===== src/rtl/uart_pkg.sv =====
// ============================================================================
// Module : uart_pkg
// Brief  : Shared FSM state encodings and oversampling constant for the UART.
// Rev    : 1.0
// ============================================================================
`default_nettype none

package uart_pkg;

    localparam int OVERSAMPLE = 16;

`ifdef UART_PARITY_EN
    typedef enum logic [2:0] {
        RX_IDLE   = 3'd0,
        RX_START  = 3'd1,
        RX_DATA   = 3'd2,
        RX_PARITY = 3'd3,
        RX_STOP   = 3'd4
    } rx_state_t;

    typedef enum logic [2:0] {
        TX_IDLE   = 3'd0,
        TX_START  = 3'd1,
        TX_DATA   = 3'd2,
        TX_PARITY = 3'd3,
        TX_STOP   = 3'd4
    } tx_state_t;
`else
    typedef enum logic [2:0] {
        RX_IDLE  = 3'd0,
        RX_START = 3'd1,
        RX_DATA  = 3'd2,
        RX_STOP  = 3'd4
    } rx_state_t;

    typedef enum logic [2:0] {
        TX_IDLE  = 3'd0,
        TX_START = 3'd1,
        TX_DATA  = 3'd2,
        TX_STOP  = 3'd4
    } tx_state_t;
`endif

endpackage

`default_nettype wire


===== src/rtl/uart_sync_fifo.sv =====
// ============================================================================
// Module : uart_sync_fifo
// Brief  : Synchronous fall-through FIFO, depth 2^FIFO_W; head reads 0 when empty.
// Rev    : 1.0
// ============================================================================
`default_nettype none

module uart_sync_fifo #(
    parameter int DBIT   = 8,
    parameter int FIFO_W = 4
) (
    input  logic            clk,
    input  logic            reset,
    input  logic            wr,
    input  logic            rd,
    input  logic [DBIT-1:0] w_data,
    output logic [DBIT-1:0] r_data,
    output logic            empty,
    output logic            full
);

    localparam int DEPTH = 1 << FIFO_W;
    localparam logic [FIFO_W:0] PTR_ONE = {{FIFO_W{1'b0}}, 1'b1};

    logic [DBIT-1:0] mem [DEPTH];
    logic [FIFO_W:0] wr_ptr;
    logic [FIFO_W:0] rd_ptr;
    logic            do_wr;
    logic            do_rd;

    // Extra pointer MSB separates full from empty when the indices match.
    assign empty = (wr_ptr == rd_ptr);
    assign full  = (wr_ptr[FIFO_W] != rd_ptr[FIFO_W]) &&
                   (wr_ptr[FIFO_W-1:0] == rd_ptr[FIFO_W-1:0]);

    assign do_rd = rd && !empty;
    assign do_wr = wr && (!full || do_rd);

    always_ff @(posedge clk) begin
        if (reset) begin
            wr_ptr <= '0;
            rd_ptr <= '0;
        end else begin
            if (do_wr) wr_ptr <= wr_ptr + PTR_ONE;
            if (do_rd) rd_ptr <= rd_ptr + PTR_ONE;
        end
    end

    always_ff @(posedge clk) begin
        if (do_wr) mem[wr_ptr[FIFO_W-1:0]] <= w_data;
    end

    assign r_data = empty ? '0 : mem[rd_ptr[FIFO_W-1:0]];

endmodule

`default_nettype wire


===== src/rtl/uart_fifo_core.sv =====
// ============================================================================
// Module : uart_fifo_core
// Brief  : Full-duplex UART with 16x baud tick, RX/TX FSMs and FIFOs.
//          Optional parity bit enabled by defining UART_PARITY_EN.
// Rev    : 1.0
// ============================================================================
`default_nettype none

module uart_fifo_core
    import uart_pkg::*;
#(
    parameter int CLK_HZ     = 100_000_000,
    parameter int BAUD       = 19200,
    parameter int DBIT       = 8,
    parameter int SB_TICK    = 16,
    parameter int FIFO_W     = 4,
    parameter int PARITY_ODD = 0
) (
    input  logic            clk,
    input  logic            reset,
    input  logic            rx,
    output logic            tx,
    input  logic [DBIT-1:0] w_data,
    input  logic            wr_uart,
    output logic [DBIT-1:0] r_data,
    input  logic            rd_uart,
    output logic            rx_empty,
    output logic            rx_full,
    output logic            tx_empty,
    output logic            tx_full,
    output logic            frame_err,
    output logic            parity_err,
    output logic            overrun,
    input  logic            clr_err
);

    localparam int DIV = CLK_HZ / (OVERSAMPLE * BAUD);
    localparam int CW  = (DIV > 1) ? $clog2(DIV) : 1;
    localparam logic [CW-1:0] DIV_LAST = CW'(DIV - 1);
    localparam logic [4:0] HALF_LAST = 5'd6;
    localparam logic [4:0] BIT_LAST  = 5'(OVERSAMPLE - 1);
    localparam logic [4:0] SB_LAST   = 5'(SB_TICK - 1);
    localparam logic [2:0] N_LAST    = 3'(DBIT - 1);

    logic [CW-1:0]   baud_cnt;
    logic            tick;
    logic [1:0]      rx_sync;
    logic            rx_in;

    rx_state_t       rx_state, rx_state_n;
    logic [4:0]      rx_s, rx_s_n;
    logic [2:0]      rx_n, rx_n_n;
    logic [DBIT-1:0] rx_b, rx_b_n;
    logic            rx_push, ferr_set, ovr_set;

    tx_state_t       tx_state, tx_state_n;
    logic [4:0]      tx_s, tx_s_n;
    logic [2:0]      tx_n, tx_n_n;
    logic [DBIT-1:0] tx_b, tx_b_n;
    logic [DBIT-1:0] tx_head;
    logic            tx_pop;

    assign tick = (baud_cnt == DIV_LAST);

    always_ff @(posedge clk) begin
        if (reset) begin
            baud_cnt <= '0;
            rx_sync  <= 2'b11;
        end else begin
            baud_cnt <= tick ? '0 : baud_cnt + CW'(1);
            rx_sync  <= {rx_sync[0], rx};
        end
    end

    assign rx_in = rx_sync[1];

`ifdef UART_PARITY_EN
    localparam logic PAR_ODD = (PARITY_ODD != 0);
    logic perr_set;
    logic tx_par, tx_par_n;
`else
    logic cfg_unused;
    assign cfg_unused = (PARITY_ODD != 0);
    assign parity_err = 1'b0;
`endif

    // ---------------- RX FSM ----------------
    always_ff @(posedge clk) begin
        if (reset) begin
            rx_state <= RX_IDLE;
            rx_s     <= '0;
            rx_n     <= '0;
            rx_b     <= '0;
        end else begin
            rx_state <= rx_state_n;
            rx_s     <= rx_s_n;
            rx_n     <= rx_n_n;
            rx_b     <= rx_b_n;
        end
    end

    always_comb begin
        rx_state_n = rx_state;
        rx_s_n     = rx_s;
        rx_n_n     = rx_n;
        rx_b_n     = rx_b;
        rx_push    = 1'b0;
        ferr_set   = 1'b0;
`ifdef UART_PARITY_EN
        perr_set   = 1'b0;
`endif
        case (rx_state)
            RX_IDLE: if (!rx_in) begin
                rx_state_n = RX_START;
                rx_s_n     = '0;
            end
            // A start bit that has gone high by mid-bit is treated as noise.
            RX_START: if (tick) begin
                if (rx_s == HALF_LAST) begin
                    rx_s_n     = '0;
                    rx_n_n     = '0;
                    rx_state_n = rx_in ? RX_IDLE : RX_DATA;
                end else rx_s_n = rx_s + 5'd1;
            end
            RX_DATA: if (tick) begin
                if (rx_s == BIT_LAST) begin
                    rx_s_n = '0;
                    rx_b_n = {rx_in, rx_b[DBIT-1:1]};
                    if (rx_n == N_LAST)
`ifdef UART_PARITY_EN
                        rx_state_n = RX_PARITY;
`else
                        rx_state_n = RX_STOP;
`endif
                    else rx_n_n = rx_n + 3'd1;
                end else rx_s_n = rx_s + 5'd1;
            end
`ifdef UART_PARITY_EN
            RX_PARITY: if (tick) begin
                if (rx_s == BIT_LAST) begin
                    rx_s_n     = '0;
                    perr_set   = (rx_in != ((^rx_b) ^ PAR_ODD));
                    rx_state_n = RX_STOP;
                end else rx_s_n = rx_s + 5'd1;
            end
`endif
            RX_STOP: if (tick) begin
                if (rx_s == SB_LAST) begin
                    rx_s_n     = '0;
                    rx_push    = 1'b1;
                    ferr_set   = !rx_in;
                    rx_state_n = RX_IDLE;
                end else rx_s_n = rx_s + 5'd1;
            end
            default: rx_state_n = RX_IDLE;
        endcase
    end

    // A simultaneous pop frees a slot, so only an unaccepted push overruns.
    assign ovr_set = rx_push && rx_full && !rd_uart;

    always_ff @(posedge clk) begin
        if (reset) begin
            frame_err <= 1'b0;
            overrun   <= 1'b0;
        end else begin
            if (ferr_set)     frame_err <= 1'b1;
            else if (clr_err) frame_err <= 1'b0;
            if (ovr_set)      overrun   <= 1'b1;
            else if (clr_err) overrun   <= 1'b0;
        end
    end

`ifdef UART_PARITY_EN
    always_ff @(posedge clk) begin
        if (reset)         parity_err <= 1'b0;
        else if (perr_set) parity_err <= 1'b1;
        else if (clr_err)  parity_err <= 1'b0;
    end
`endif

    // ---------------- TX FSM ----------------
    always_ff @(posedge clk) begin
        if (reset) begin
            tx_state <= TX_IDLE;
            tx_s     <= '0;
            tx_n     <= '0;
            tx_b     <= '0;
`ifdef UART_PARITY_EN
            tx_par   <= 1'b0;
`endif
        end else begin
            tx_state <= tx_state_n;
            tx_s     <= tx_s_n;
            tx_n     <= tx_n_n;
            tx_b     <= tx_b_n;
`ifdef UART_PARITY_EN
            tx_par   <= tx_par_n;
`endif
        end
    end

    always_comb begin
        tx_state_n = tx_state;
        tx_s_n     = tx_s;
        tx_n_n     = tx_n;
        tx_b_n     = tx_b;
        tx_pop     = 1'b0;
        tx         = 1'b1;
`ifdef UART_PARITY_EN
        tx_par_n   = tx_par;
`endif
        case (tx_state)
            TX_IDLE: if (!tx_empty) begin
                tx_pop     = 1'b1;
                tx_b_n     = tx_head;
                tx_s_n     = '0;
                tx_state_n = TX_START;
`ifdef UART_PARITY_EN
                tx_par_n   = (^tx_head) ^ PAR_ODD;
`endif
            end
            TX_START: begin
                tx = 1'b0;
                if (tick) begin
                    if (tx_s == BIT_LAST) begin
                        tx_s_n     = '0;
                        tx_n_n     = '0;
                        tx_state_n = TX_DATA;
                    end else tx_s_n = tx_s + 5'd1;
                end
            end
            TX_DATA: begin
                tx = tx_b[0];
                if (tick) begin
                    if (tx_s == BIT_LAST) begin
                        tx_s_n = '0;
                        tx_b_n = tx_b >> 1;
                        if (tx_n == N_LAST)
`ifdef UART_PARITY_EN
                            tx_state_n = TX_PARITY;
`else
                            tx_state_n = TX_STOP;
`endif
                        else tx_n_n = tx_n + 3'd1;
                    end else tx_s_n = tx_s + 5'd1;
                end
            end
`ifdef UART_PARITY_EN
            TX_PARITY: begin
                tx = tx_par;
                if (tick) begin
                    if (tx_s == BIT_LAST) begin
                        tx_s_n     = '0;
                        tx_state_n = TX_STOP;
                    end else tx_s_n = tx_s + 5'd1;
                end
            end
`endif
            // Reload directly from STOP so back-to-back frames have no gap.
            TX_STOP: if (tick) begin
                if (tx_s == SB_LAST) begin
                    tx_s_n = '0;
                    if (!tx_empty) begin
                        tx_pop     = 1'b1;
                        tx_b_n     = tx_head;
                        tx_state_n = TX_START;
`ifdef UART_PARITY_EN
                        tx_par_n   = (^tx_head) ^ PAR_ODD;
`endif
                    end else tx_state_n = TX_IDLE;
                end else tx_s_n = tx_s + 5'd1;
            end
            default: tx_state_n = TX_IDLE;
        endcase
    end

    uart_sync_fifo #(.DBIT(DBIT), .FIFO_W(FIFO_W)) u_rx_fifo (
        .clk    (clk),
        .reset  (reset),
        .wr     (rx_push),
        .rd     (rd_uart),
        .w_data (rx_b),
        .r_data (r_data),
        .empty  (rx_empty),
        .full   (rx_full)
    );

    uart_sync_fifo #(.DBIT(DBIT), .FIFO_W(FIFO_W)) u_tx_fifo (
        .clk    (clk),
        .reset  (reset),
        .wr     (wr_uart),
        .rd     (tx_pop),
        .w_data (w_data),
        .r_data (tx_head),
        .empty  (tx_empty),
        .full   (tx_full)
    );

endmodule

`default_nettype wire


===== config.mk =====
export PLATFORM = sky130hd
export DESIGN_NAME = uart_fifo_core
export DESIGN_NICKNAME = d
export VERILOG_FILES = /design/src/rtl/uart_pkg.sv /design/src/rtl/uart_sync_fifo.sv /design/src/rtl/uart_fifo_core.sv
export SDC_FILE = /design/constraint.sdc
export NUM_CORES = 1
export LEC_CHECK = 0
export CORE_MARGIN = 8
export CORE_UTILIZATION = 55
export CTS_BUF_LIST = sky130_fd_sc_hd__clkbuf_4
export DETAILED_ROUTE_END_ITERATION = 10
export GPL_TIMING_DRIVEN = 0
export PLACE_DENSITY_LB_ADDON = 0.12
export SETUP_SLACK_MARGIN = 0.5
export SKIP_LAST_GASP = 1
export SYNTH_ARGS = -nofsm -noshare
export SYNTH_HDL_FRONTEND = slang
export SYNTH_SLANG_ARGS = --single-unit

===== constraint.sdc =====
create_clock -name clk -period 2.9 [get_ports clk]
set_input_delay 0.58 -clock clk [delete_from_list [all_inputs] [get_ports clk]]
set_output_delay 0.58 -clock clk [all_outputs]
set_load 0.05 [all_outputs]

==> results of run 1 <==
final cells by class:
class / instances / area, um^2 / share of cell area, %
Tap cell: 330 / 413 / 2.42
Multi-Input combinational cell: 490 / 5000 / 29.3
Clock buffer: 123 / 923 / 5.41
Clock inverter: 25 / 185 / 1.09
Buffer: 43 / 310 / 1.82
Inverter: 13 / 48.8 / 0.286
Sequential cell: 335 / 9290 / 54.5
Timing Repair Buffer: 76 / 882 / 5.17
Antenna cell: 2 / 5.00 / 0.0293
layer usage:
| layer | track usage (%) | wire length [um] | vias up |
|---|---|---|---|
| li1 | - | - | 3821 |
| met1 | 23.8 | 12200 | 4224 |
| met2 | 34.6 | 15800 | 307 |
| met3 | 5.35 | 2010 | 79 |
| met4 | 8.58 | 878 | 0 |
| met5 | 0 | 0 | - |
synthesized netlist by cell type (8+ instances only):
cell	number
edfxtp_1	256
nor2_1	83
dfxtp_1	79
mux4_2	67
mux2i_1	34
nand3_1	28
a21oi_1	21
clkbuf_1	21
ha_1	21
nand2_1	21
nor2b_1	21
xor2_1	16
buf_2	15
a211oi_1	14
and3_1	13
inv_1	13
xnor2_1	13
nor3_1	12
nand2b_1	11
o21ai_0	11
o2bb2ai_1	8
how the worst max path moves through the flow:
stage	start	to	slack, ns	cells past startpoint
floorplan	flip-flop	r_data[0]	0.47	5
global placement	flip-flop	r_data[0]	-0.55	5
detailed placement	flip-flop	r_data[0]	-0.53	5
CTS	flip-flop	r_data[2]	-0.45	7
global route	flip-flop	r_data[2]	-0.52	7
finish	flip-flop	r_data[2]	-0.42	7
registers in the layout (all words and copies together) (netlist names), named ones only:
register	count
frame_err	1
rx_s	5
u_rx_fifo.mem	128
rx_n	3
tx_s	5
baud_cnt	9
tx_b	8
u_tx_fifo.mem	128
rx_b	8
overrun	1
u_tx_fifo.rd_ptr	5
u_tx_fifo.wr_ptr	5
rx_state	3
tx_n	3
u_rx_fifo.wr_ptr	5
u_rx_fifo.rd_ptr	5
tx_state	3
rx_sync	2
timing repair:
item / in CTS / in global routing
pin swaps: 24 / 10
cloned: 2 / 0
endpoints found under the setup margin: 277 / 231
buffers inserted: 41 / 7
gates resized for setup: 203 / 52
report_power, final:
part / switching (uW) / internal, uW
Sequential: 81.4 / 5230
Clock: 1800 / 2210
Combinational: 820 / 760
Total: 2710 / 8200
layout by cell type (no fill, tap or decap), drive strengths merged, types with 13 or more instances in the layout:
| cell type | synthesis | final |
|---|---|---|
| edfxtp | 256 | 256 |
| clkbuf | 21 | 146 |
| nor2 | 84 | 84 |
| buf | 22 | 83 |
| dfxtp | 79 | 79 |
| mux4 | 67 | 67 |
| mux2i | 34 | 34 |
| nand3 | 29 | 29 |
| a21oi | 22 | 22 |
| nand2 | 21 | 21 |
| ha | 21 | 21 |
| nor2b | 21 | 21 |
| clkinv | 0 | 20 |
| a211oi | 16 | 16 |
| xor2 | 16 | 16 |
| nor3 | 14 | 14 |
| inv | 13 | 13 |
| and3 | 13 | 13 |
| xnor2 | 13 | 13 |
worst max-delay path: cells and delay by family (launching register included):
family	cells	cell delay, ns
flops	1	0.34
mux	2	1.04
buf+inv	4	0.54
simple gates	1	0.14
stage by stage:
| step | cell area (um^2) | setup slack (ns) | total power, uW | util [%] | hold slack [ns] |
|---|---|---|---|---|---|
| 4_1_cts | 16800 | -0.451 | 10800 | 67.0 | 0.399 |
| 6_report | 17100 | -0.415 | 10900 | 68.2 | 0.418 |
| 3_5_place_dp | 14700 | -0.527 | 6570 | 58.9 | 0.415 |
| 3_3_place_gp | 14700 | -0.548 | 6530 | 58.9 | 0.402 |
| 5_1_grt | 17100 | -0.524 | 11300 | 68.2 | 0.429 |
| 2_1_floorplan | 14100 | 0.472 | 6250 | - | 0.389 |
cell families (layout without fill, tap and decap cells):
family | count (synthesis) | after routing | share of synthesized area, %
compound gates | 98 | 98 | 5.33
mux | 105 | 105 | 13.6
fa+ha+maj | 21 | 21 | 1.88
other cells | 1 | 3 | 0.0269
simple gates | 236 | 236 | 9.20
xor+xnor | 29 | 29 | 1.82
flops | 335 | 335 | 66.4
buf+inv | 56 | 280 | 1.77
==> out/metrics.yaml, run 1 <==
r2r-start: "u_tx_fifo.wr_ptr[3]$_SDFFE_PP0P_"
die_w_um: 175
setup_ws_ns: -0.415
grt.overflow.total: 0
die_y_um: 175
crit_path_cell_trace: "clkbuf_16 -> buf_12 -> buf_16 -> mux4_2 -> mux4_2 -> nor2b_4 -> buf_8"
drcViolationCount: 0
grt_antenna_before_repair: 1
dp_cells: 1237
rsz0062_at_grt: "yes"
num_rows: 58
cts_buffer_depth: 3
area_growth_pct: 22.2
fin_crit_sh_pct: 114
root_buffer: "clkbuf_4"
num-nets-final: 1077
failed_checks: "setup timing"
final_max_slew_viol_count: 0
syn_area_um2: 14000
h-tree-depth: 3
avgSynthCellArea_um2: 15.9
start_util_pct: 55.8
fill_cells: 1726
yosysWarnings: 0
r2r_cells: 14
port_buffers: 26
ys_types: 83
place.gp.congestion: 0.821
p_per_area_nw_per_um2: 639
required_ns: 2.32
grt_max_degree: 19
cts_tree: "done"
syn-num-nets: 916
synthArstFlopShare_pct: 0
wl_per_cell_um: 21.5
clock_latency_ns: 0.69
maxCapViolCount: 0
grt_pass1_wl_um: 48100
synth_top_area_share_pct: 55.0
finalSetupViolations: 8
grt_usage_pct: 20.2
synth_area_leaders: "edfxtp_1, dfxtp_1, mux4_2, mux2i_1, nor2_1"
syn_inst: 881
endpoint_kind: "output pin"
hp-class: "flip-flop to flip-flop"
ir_worst_vdd_mv: 0.453
p_leak_uw: 0.00572
drtPass1Iterations: 6
hold_viol_final: 0
final.min_clock_period_ns: 3.32
worstHoldPathCells: 1
worstHoldEndpoint: "rx_sync[1]$_SDFF_PP1_"
via_per_inst: 5.87
drt-total-wl_um: 30900
setup_tns_ns: -2.93
slew_headroom_pct: 44.6
arrival_ns: 2.74
drive_gt1_share_pct: 36.5
tightest_slew_ns: 0.830
reg2reg_to: "tx_b[4]$_SDFFE_PP0P_"
hp-start: "rx_sync[0]$_SDFF_PP1_"
start_kind: "flip-flop"
finalNonFillerCells: 1437
cts_inserted_buffers: 83
max_stage_delay_ns: 0.54
cts_sinks: 335
synth_ff_type: "edfxtp_1"
max_freq_mhz: 302
synth-seq-cells: 335
first_global_vias: 8896
crit_top_cell: "mux4_2"
clock_skew_ns: 0.0303
worstPathMaxFanout: 6
dpl.hpwl_um: 19500
first_iter_violations: 510
core-area_um2: 25000
die_area_um2: 30700
cts_hold_buffers: 0
final_antenna_net_count: 0
synth_largest_area_cell: "edfxtp_1"
r2r_slack_ns: 0.53
path_class: "flip-flop to output pin"
worst_path_max_delay_cell: "mux4_2"
vias: 8431
synth_edf_count: 256
path_clk_slew_ns: 0.06
status: "complete, but fails checks"
pin_count: 30
synth-seq-area-share_pct: 66.4
Note: power is estimated with default switching activity, not from simulation.
==> run 2: changes to the inputs <==
--- a/config.mk
+++ b/config.mk
@@ -10,8 +10,9 @@
 export CTS_BUF_LIST = sky130_fd_sc_hd__clkbuf_4
 export DETAILED_ROUTE_END_ITERATION = 10
 export GPL_TIMING_DRIVEN = 0
-export PLACE_DENSITY_LB_ADDON = 0.12
+export PLACE_DENSITY_LB_ADDON = 0.3
 export SETUP_SLACK_MARGIN = 0.5
+export SKIP_CTS_REPAIR_TIMING = 1
 export SKIP_LAST_GASP = 1
 export SYNTH_ARGS = -nofsm -noshare
 export SYNTH_HDL_FRONTEND = slang
==> run 2 against run 1 <==
  * The run still ends with setup timing left
  * Combinational power decreased by 16%
  * Routed wire length decreased by 0.59%
  * Critical path type unchanged
  * Flip-flop and latch count unchanged
  * Critical endpoint is now r_data[1]
  * Non-clock buffer count increased by 3
  * Sequential power about the same
  * Largest cell class unchanged
==> out/metrics.yaml, run 2 (synthesized netlist as in run 1, its figures left out) <==
vias: 8376  # -0.65%
via_per_inst: 5.78  # -1.5%
first_iter_violations: 680  # +33%
endpoint_kind: "output pin"
crit_end: "r_data[1]"
place.gp.congestion: 0.822  # about the same
first_global_vias: 8229  # -7.5%
clock_skew_ns: 0.0567  # +0.0264 ns
maxCapViolCount: 0  # unchanged
required_ns: 2.32  # about the same
cts_tree: "done"
finalSetupViolations: 8  # unchanged
wl_per_cell_um: 21.2  # -1.5%
final_antenna_net_count: 0  # unchanged
cts_buffer_depth: 3  # unchanged
drcViolationCount: 0  # unchanged
final.min_clock_period_ns: 3.26  # -0.0572 ns
final_cell_mix: "edfxtp_1, clkbuf_4, nor2_1"
p_per_area_nw_per_um2: 631  # -1.3%
drtPass1Iterations: 5  # -1
reg2reg_to: "u_tx_fifo.mem[14][6]$_DFFE_PP_"
p_leak_uw: 0.00578  # +1.1%
root_buffer: "clkbuf_4"
dpl.hpwl_um: 18300  # -6.1%
grt_antenna_before_repair: 1  # unchanged
failed_checks: "setup timing"
num-nets-final: 1082  # +0.46%
start_kind: "flip-flop"
path_class: "flip-flop to output pin"
design_area_um2: 17100  # about the same
layout_commonest_cell: "edfxtp_1"
h-tree-depth: 3  # unchanged
r2r_slack_ns: 0.17  # -0.36 ns
fin_crit_sh_pct: 112  # -2.0 points
worst_path_max_delay_cell: "mux4_2"
drt-total-wl_um: 30700  # -0.59%
die_w_um: 175  # unchanged
hold_viol_final: 0  # unchanged
status: "complete, but fails checks"
hp-class: "flip-flop to flip-flop"
fin_util_pct: 68.1  # about the same
drive_gt1_share_pct: 35.3  # -1.2 points
whs_ns: 0.407  # -0.0118 ns
cts_sinks: 335  # unchanged
place_ws_ns: -0.550  # -0.0237 ns
grt_max_degree: 19  # unchanged
grt_pass1_wl_um: 44900  # -6.7%
grt.overflow.total: 0  # unchanged
crit_path_cell_trace: "buf_12 -> buf_12 -> mux4_2 -> mux4_2 -> nor2b_4 -> buf_6"
r2r_cells: 11  # -3
area_growth_pct: 22.1  # about the same
max_freq_mhz: 307  # +1.8%
worstPathMaxFanout: 8  # +2
cts_inserted_buffers: 85  # +2.4%
max_stage_delay_ns: 0.54  # about the same
final_max_slew_viol_count: 0  # unchanged
setup_ws_ns: -0.358  # +0.0572 ns
slew_headroom_pct: 27.9  # -17 points
core-area_um2: 25000  # unchanged
placed_area_um2: 14700  # unchanged
path_clk_slew_ns: 0.06  # about the same
clock_latency_ns: 0.71  # +0.02 ns
r2r-start: "tx_s[1]$_SDFFE_PP0P_"
die_area_um2: 30700  # unchanged
rsz0062_at_grt: "yes"
tightest_slew_ns: 1.08  # +0.250 ns
start_util_pct: 55.8  # unchanged
arrival_ns: 2.68  # -0.06 ns
ir_worst_vdd_mv: 0.439  # -3.1%
pin_count: 30  # unchanged
num_rows: 58  # unchanged
die_y_um: 175  # unchanged
port_buffers: 26  # unchanged
grt_usage_pct: 18.8  # -1.4 points
run 2: power by group:
| part | switching [uW] | internal [uW] |
|---|---|---|
| sequential | 74.6 | 5230 |
| clock | 1890 | 2240 |
| combinational | 713 | 606 |
run 2: how the worst min path moves through the flow:
stage                          startpoint                                to  cells after the start
CTS                               wr_uart  u_tx_fifo.wr_ptr[0]$_SDFFE_PP0P_                      3
global placement    rx_sync[0]$_SDFF_PP1_             rx_sync[1]$_SDFF_PP1_                      1
finish              rx_sync[0]$_SDFF_PP1_             rx_sync[1]$_SDFF_PP1_                      1
global route        rx_sync[0]$_SDFF_PP1_             rx_sync[1]$_SDFF_PP1_                      1
floorplan           rx_sync[0]$_SDFF_PP1_             rx_sync[1]$_SDFF_PP1_                      1
detailed placement  rx_sync[0]$_SDFF_PP1_             rx_sync[1]$_SDFF_PP1_                      1
run 2: per-layer routing:
layer,vias up,GRT usage (%),share of wire [%]
met5,-,0,0
met4,0,6.75,1.3
met3,37,4.81,6.5
met2,266,30.9,51
met1,4220,24.0,41
li1,3853,-,-
run 2: cell type report:
| class | instances | area [um^2] |
|---|---|---|
| Clock inverter | 36 | 235 |
| Sequential cell | 335 | 9300 |
| Timing Repair Buffer | 79 | 915 |
| Clock buffer | 123 | 923 |
| Buffer | 43 | 308 |
| Inverter | 13 | 48.8 |
| Tap cell | 330 | 413 |
| Fill cell | 1660 | 7990 |
| Multi-Input combinational cell | 490 | 4900 |
| Antenna cell | 1 | 2.50 |
run 2: stage by stage:
stage,setup TNS (ns),cells,total power [uW]
final,-2.59,1450,10800
after global routing,-3.41,1450,11200
after CTS,-20.63,1396,10700
after detailed placement,-14.39,1237,6550
after global placement,-9.48,1237,6530
after floorplan,0,881,6250
run 2: critical path: cells and delay by family (launching register included):
family                 cells  cell delay [ns]
buffers and inverters      3             0.42
multiplexers               2             1.06
flip-flops                 1             0.35
AND/OR/NAND/NOR            1             0.15
